### config.mk
export PLATFORM = sky130hd
export DESIGN_NAME = pipe_chain_flat
export DESIGN_NICKNAME = d
export VERILOG_FILES = /design/src/rtl/pipe_chain_if.sv /design/src/rtl/pipe_chain.sv /design/src/flat_wrapper.sv
export SDC_FILE = /design/constraint.sdc
export NUM_CORES = 1
export LEC_CHECK = 0
export BUFFER_PORTS_ARGS = -buffer_cell sky130_fd_sc_hd__buf_2
export CORE_UTILIZATION = 53
export CTS_CLUSTER_DIAMETER = 30
export DETAILED_ROUTE_END_ITERATION = 8
export GPL_ROUTABILITY_DRIVEN = 1
export PLACE_DENSITY_LB_ADDON = 0.15
export SYNTH_ARGS = -nofsm -noshare
export SYNTH_HDL_FRONTEND = slang
export SYNTH_SLANG_ARGS = --single-unit
### constraint.sdc
create_clock -name clk -period 3.1 [get_ports clk]
set_input_delay 0.465 -clock clk [delete_from_list [all_inputs] [get_ports clk]]
set_output_delay 0.465 -clock clk [all_outputs]
set_load 0.05 [all_outputs]
### src/rtl/pipe_chain_if.sv
// Handshake and observation signals of a pipe_chain instance.
// master drives the chain (producer/controller side); slave is the chain itself.
interface pipe_chain_if #(
  parameter int unsigned WIDTH  = 32,
  parameter int unsigned STAGES = 5
);
  localparam int unsigned OccW = $clog2(STAGES + 1);

  logic                    in_valid;
  logic [WIDTH-1:0]        in_data;
  logic                    in_ready;
  logic [STAGES-1:0]       stall;
  logic [STAGES-1:0]       flush;
  logic                    out_ready;
  logic                    out_valid;
  logic [WIDTH-1:0]        out_data;
  logic [STAGES-1:0]       stage_valid;
  logic [STAGES*WIDTH-1:0] stage_data;
  logic [OccW-1:0]         occupancy;

  modport master (
    output in_valid, in_data, stall, flush, out_ready,
    input  in_ready, out_valid, out_data, stage_valid, stage_data, occupancy
  );

  modport slave (
    input  in_valid, in_data, stall, flush, out_ready,
    output in_ready, out_valid, out_data, stage_valid, stage_data, occupancy
  );
endinterface

### src/rtl/pipe_chain.sv
// Parametrised pipeline-register chain with per-stage stall/flush and valid tracking.
// COLLAPSE=1 closes bubbles and honours out_ready; COLLAPSE=0 loads every unstalled stage.
module pipe_chain #(
  parameter int unsigned WIDTH    = 32,
  parameter int unsigned STAGES   = 5,
  parameter bit          COLLAPSE = 1'b1
) (
  input logic         clk,
  input logic         reset_n,
  pipe_chain_if.slave bus
);
  localparam int unsigned OccW = $clog2(STAGES + 1);

  logic [STAGES-1:0]            valid_q, valid_d;
  logic [STAGES-1:0][WIDTH-1:0] data_q, data_d;
  logic [STAGES-1:0]            load;
  logic [STAGES-1:0]            fv;
  logic [STAGES-1:0][WIDTH-1:0] fd;
  logic [OccW-1:0]              occ;

  // Acceptance ripples from the output end back to the input (combinational by design).
  always_comb begin
    logic down_acc;
    load     = '0;
    down_acc = COLLAPSE ? bus.out_ready : 1'b1;
    for (int i = STAGES - 1; i >= 0; i--) begin
      load[i]  = !bus.stall[i] && (!COLLAPSE || !valid_q[i] || down_acc);
      down_acc = load[i];
    end
  end

  // A stalled upstream stage forwards a bubble rather than a copy of its item.
  always_comb begin
    fv    = '0;
    fd    = '0;
    fv[0] = bus.in_valid;
    fd[0] = bus.in_data;
    for (int i = 1; i < STAGES; i++) begin
      fv[i] = valid_q[i-1] & ~bus.stall[i-1];
      fd[i] = data_q[i-1];
    end
  end

  always_comb begin
    valid_d = valid_q;
    data_d  = data_q;
    for (int i = 0; i < STAGES; i++) begin
      if (bus.flush[i]) begin
        valid_d[i] = 1'b0;
        data_d[i]  = '0;
      end else if (load[i]) begin
        valid_d[i] = fv[i];
        data_d[i]  = fd[i];
      end
    end
  end

  always_ff @(posedge clk or negedge reset_n) begin
    if (!reset_n) begin
      valid_q <= '0;
      data_q  <= '0;
    end else begin
      valid_q <= valid_d;
      data_q  <= data_d;
    end
  end

  always_comb begin
    occ = '0;
    for (int i = 0; i < STAGES; i++) begin
      occ = occ + OccW'(valid_q[i]);
    end
  end

  assign bus.in_ready    = load[0] & ~bus.flush[0];
  assign bus.out_valid   = valid_q[STAGES-1] & ~bus.stall[STAGES-1];
  assign bus.out_data    = data_q[STAGES-1];
  assign bus.stage_valid = valid_q;
  assign bus.stage_data  = data_q;
  assign bus.occupancy   = occ;
endmodule

### src/flat_wrapper.sv
// flat-port wrapper written by rule: the top's interface ports become plain ports
module pipe_chain_flat 
#(
  parameter int unsigned WIDTH    = 32,
  parameter int unsigned STAGES   = 5,
  parameter bit          COLLAPSE = 1'b1
)
  (clk, reset_n, bus_in_valid, bus_in_data, bus_stall, bus_flush, bus_out_ready, bus_in_ready, bus_out_valid, bus_out_data, bus_stage_valid, bus_stage_data, bus_occupancy);
  pipe_chain_if #(.WIDTH(WIDTH), .STAGES(STAGES)) bus_i ();
  input logic clk;
  input logic reset_n;
  input wire logic [$bits(bus_i.in_valid)-1:0] bus_in_valid;
  input wire logic [$bits(bus_i.in_data)-1:0] bus_in_data;
  input wire logic [$bits(bus_i.stall)-1:0] bus_stall;
  input wire logic [$bits(bus_i.flush)-1:0] bus_flush;
  input wire logic [$bits(bus_i.out_ready)-1:0] bus_out_ready;
  output wire logic [$bits(bus_i.in_ready)-1:0] bus_in_ready;
  output wire logic [$bits(bus_i.out_valid)-1:0] bus_out_valid;
  output wire logic [$bits(bus_i.out_data)-1:0] bus_out_data;
  output wire logic [$bits(bus_i.stage_valid)-1:0] bus_stage_valid;
  output wire logic [$bits(bus_i.stage_data)-1:0] bus_stage_data;
  output wire logic [$bits(bus_i.occupancy)-1:0] bus_occupancy;
  assign bus_i.in_valid = bus_in_valid;
  assign bus_i.in_data = bus_in_data;
  assign bus_i.stall = bus_stall;
  assign bus_i.flush = bus_flush;
  assign bus_i.out_ready = bus_out_ready;
  assign bus_in_ready = bus_i.in_ready;
  assign bus_out_valid = bus_i.out_valid;
  assign bus_out_data = bus_i.out_data;
  assign bus_stage_valid = bus_i.stage_valid;
  assign bus_stage_data = bus_i.stage_data;
  assign bus_occupancy = bus_i.occupancy;
  pipe_chain #(.WIDTH(WIDTH), .STAGES(STAGES), .COLLAPSE(COLLAPSE)) u_core (.clk(clk), .reset_n(reset_n), .bus(bus_i));
endmodule
==> impl_metrics.env <==
export IMPL_drive_above_1_share_pct=31.9
export IMPL_synthCells=824
export IMPL_drt_pass1_iter_count=6
export IMPL_dieArea_mm2=0.0167
export IMPL_cts_root_buf="clkbuf_16"
export IMPL_cp_max_fo=2
export IMPL_layout_commonest_cell="buf_2"
export IMPL_totalWireLength_mm=22.7
export IMPL_gp_congestion=0.796
export IMPL_final_area_mm2=0.0101
export IMPL_rows=46
export IMPL_overflow=0
export IMPL_synth_xor_area_share_pct=0
export IMPL_ios=248
export IMPL_cts_tree="built"
export IMPL_max_cap_violations=0
export IMPL_synth_cell_types=41
export IMPL_h_tree_depth=4
export IMPL_synth_compound_area_share_pct=20.5
export IMPL_rsz0062_at_grt="yes"
export IMPL_synth_fp_nets=874
export IMPL_coreArea_mm2=0.0158
export IMPL_synth_area_top_cells="dfrtp_1 (48%), nand2b_1 (4.8%), mux2i_1 (3.9%)"
export IMPL_yosysTopAreaCell="dfrtp_1"
export IMPL_synth_mux_area_share_pct=3.86
export IMPL_synthSimpleGateAreaFrac_pct=17.4
export IMPL_ir_worst_vdd_v=0.000393
export IMPL_viasPerCell=5.98
export IMPL_num_antenna_cells=0
export IMPL_synth_area_mm2=0.00856
export IMPL_skew_ns=0.00642
export IMPL_hp_class="input port to async pin"
export IMPL_powerDensity_mw_per_mm2=501
export IMPL_final_max_slew_violation_count=0
export IMPL_critical_path_class="flip-flop to output port"
export IMPL_finalHoldViolCount=0
export IMPL_yosys_warnings=0
export IMPL_crit_required_ns=2.63
export IMPL_place_area_mm2=0.00955
export IMPL_arrival_ns=2.57
export IMPL_clkSlewWorstSetupHoldPaths_ns=0.06
export IMPL_cts_sinks=165
export IMPL_status="finished, final reports clean"
export IMPL_dp_hpwl_mm=14.8
export IMPL_avgRoutedWirePerCell_um=18.7
export IMPL_synth_seq_area_share_pct=48.2
export IMPL_final_antenna_net_count=0
export IMPL_leakagePower_nw=4.90
export IMPL_async_reset_ff_share_pct=100
export IMPL_synth_edff_count=0
export IMPL_start_util_pct=54.1
export IMPL_clk_latency_ns=0.43
export IMPL_clock_path_buffers=2
export IMPL_grt_pass1_wl_mm=35.7
export IMPL_avgSynthCellArea_um2=10.4
export IMPL_critPathCaptureType="output port"
export IMPL_grt_max_degree=99
export IMPL_nets=1032
export IMPL_synth_top_family_by_area="compound AO/OA/AOI/OAI gates"
export IMPL_maxSlewHeadroom_pct=32.6
export IMPL_vias=7242
export IMPL_synth_flop_cell="dfrtp_1"
export IMPL_fin_crit_sh_pct=97.7
export IMPL_setup_viol=0
export IMPL_fillers=1350
export IMPL_syn2layout_area_growth_pct=18.4
export IMPL_worstMarginPinSlew_ns=1.01
export IMPL_grt_pass1_vias=6427
export IMPL_grt_util_all_layers_pct=27.2
export IMPL_worst_slack_ns=0.0698
export IMPL_fmax_mhz=330
export IMPL_port_buffers=247
export IMPL_most_common_layout_cells="buf_2 (244), dfrtp_1 (165), nand2b_1 (66)"
export IMPL_die_width_um=129
export IMPL_rr_worst_depth=5
export IMPL_die_h_um=129
export IMPL_drc_errors=0
export IMPL_synth_top_area_share_pct=48.2
export IMPL_cts_buffers=17
export IMPL_place_ws_ns=0.391
export IMPL_crit_path_start_kind="flip-flop"
export IMPL_drt_iter0_markers=820
export IMPL_layout_min_cycle_time_ns=3.03
export IMPL_antenna_found_initial=0
export IMPL_synthAdderAreaFrac_pct=0.760
export IMPL_synth_seq_cells=165
## stage by stage
| stage | hold slack (ns) | cells | utilization, % | setup TNS (ns) | total power, mW |
|---|---|---|---|---|---|
| after floorplan | 0.169 | 824 | - | 0 | 2.90 |
| after global placement | 0.496 | 1178 | 60.3 | 0 | 3.14 |
| after detailed placement | 0.497 | 1178 | 60.3 | 0 | 3.15 |
| after CTS | 0.120 | 1211 | 63.9 | 0 | 5.11 |
| after global routing | 0.154 | 1211 | 64.1 | -0.0313 | 5.26 |
| final | 0.0643 | 1211 | 64.1 | 0 | 5.08 |
## synth_stat cells (2+ instances only)
| library cell | instances |
|---|---|
| or2_1 | 2 |
| o211ai_1 | 32 |
| buf_8 | 3 |
| o2111ai_1 | 33 |
| nor4b_1 | 33 |
| ha_1 | 2 |
| nand2b_1 | 66 |
| a21oi_1 | 35 |
| buf_1 | 2 |
| nor2_1 | 3 |
| nor2b_1 | 3 |
| inv_1 | 10 |
| fa_1 | 2 |
| a22oi_1 | 32 |
| or3_1 | 2 |
| nand3b_1 | 32 |
| buf_2 | 28 |
| nand3_1 | 64 |
| buf_4 | 35 |
| nand2_1 | 33 |
| mux2i_1 | 33 |
| dfrtp_1 | 165 |
| buf_6 | 9 |
| o21a_1 | 2 |
| a32oi_1 | 33 |
| nor2_2 | 2 |
| o21ai_0 | 33 |
| a22o_1 | 32 |
| clkbuf_1 | 51 |
## what timing repair did
action	CTS	global route
hold buffers	0	0
resized for setup	2	7
setup endpoints to repair	1	2
buffers inserted	1	0
pin swaps	0	2
## layout make-up
cell class	count	area (µm²)	share of cell area, %
Clock inverter	11	77.6	0.765
Tap cell	216	270	2.67
Sequential cell	165	4130	40.7
Clock buffer	21	480	4.74
Timing Repair Buffer	268	1460	14.4
Inverter	10	37.5	0.370
Multi-Input combinational cell	520	3680	36.3
## registers in the layout (all words and copies together) (netlist names)
| register | cells |
|---|---|
| u_core.bus.stage_valid | 5 |
| u_core.bus.out_data | 32 |
| u_core.bus.stage_data | 128 |
## metal layers
layer	track usage [%]	up-vias	part of all wire, %
met3	5.04	21	6.3
met2	39.5	321	45
met1	41.3	3520	48
met5	0	-	0
met4	7.47	0	1.2
li1	-	3380	-
## where the power goes
group | switching (mW) | internal, mW | total, mW
Clock | 0.861 | 1.11 | 1.97
Combinational | 0.586 | 0.207 | 0.793
Sequential | 0.0930 | 2.23 | 2.32
## kinds of logic after synthesis
group                      count (synthesis)
buffers and inverters                    139
adders and majority gates                  4
and+or+nand+nor                          244
AOI/OAI and AO/OA                        239
muxes                                     33
DFF                                      165
## worst max-delay path: stages (launching register included)
cell	delay [ns]
dfrtp_1	0.42
ha_4	0.28
inv_2	0.04
fa_1	0.42
inv_1	0.06
ha_2	0.16
inv_2	0.04
fa_1	0.52
inv_2	0.05
buf_8	0.14
## worst paths after layout
check / startpoint / endpoint / slack, ns
max in group asynchronous: reset_n / u_core.bus.stage_valid[0]$_DFFE_PN0P_ / 2.17
worst min-delay path: reset_n / u_core.bus.out_data[16]$_DFFE_PN0P_ / 0.06
min in group clk: bus_in_data[14] / u_core.bus.stage_data[14]$_DFFE_PN0P_ / 0.30
worst max-delay path: u_core.bus.stage_valid[0]$_DFFE_PN0P_ / bus_occupancy[1] / 0.07
worst max register to register: u_core.bus.stage_valid[3]$_DFFE_PN0P_ / u_core.bus.stage_data[87]$_DFFE_PN0P_ / 0.93
worst min register to register: u_core.bus.stage_data[114]$_DFFE_PN0P_ / u_core.bus.out_data[18]$_DFFE_PN0P_ / 0.51
No activity file was read; power rests on OpenSTA's default activity.
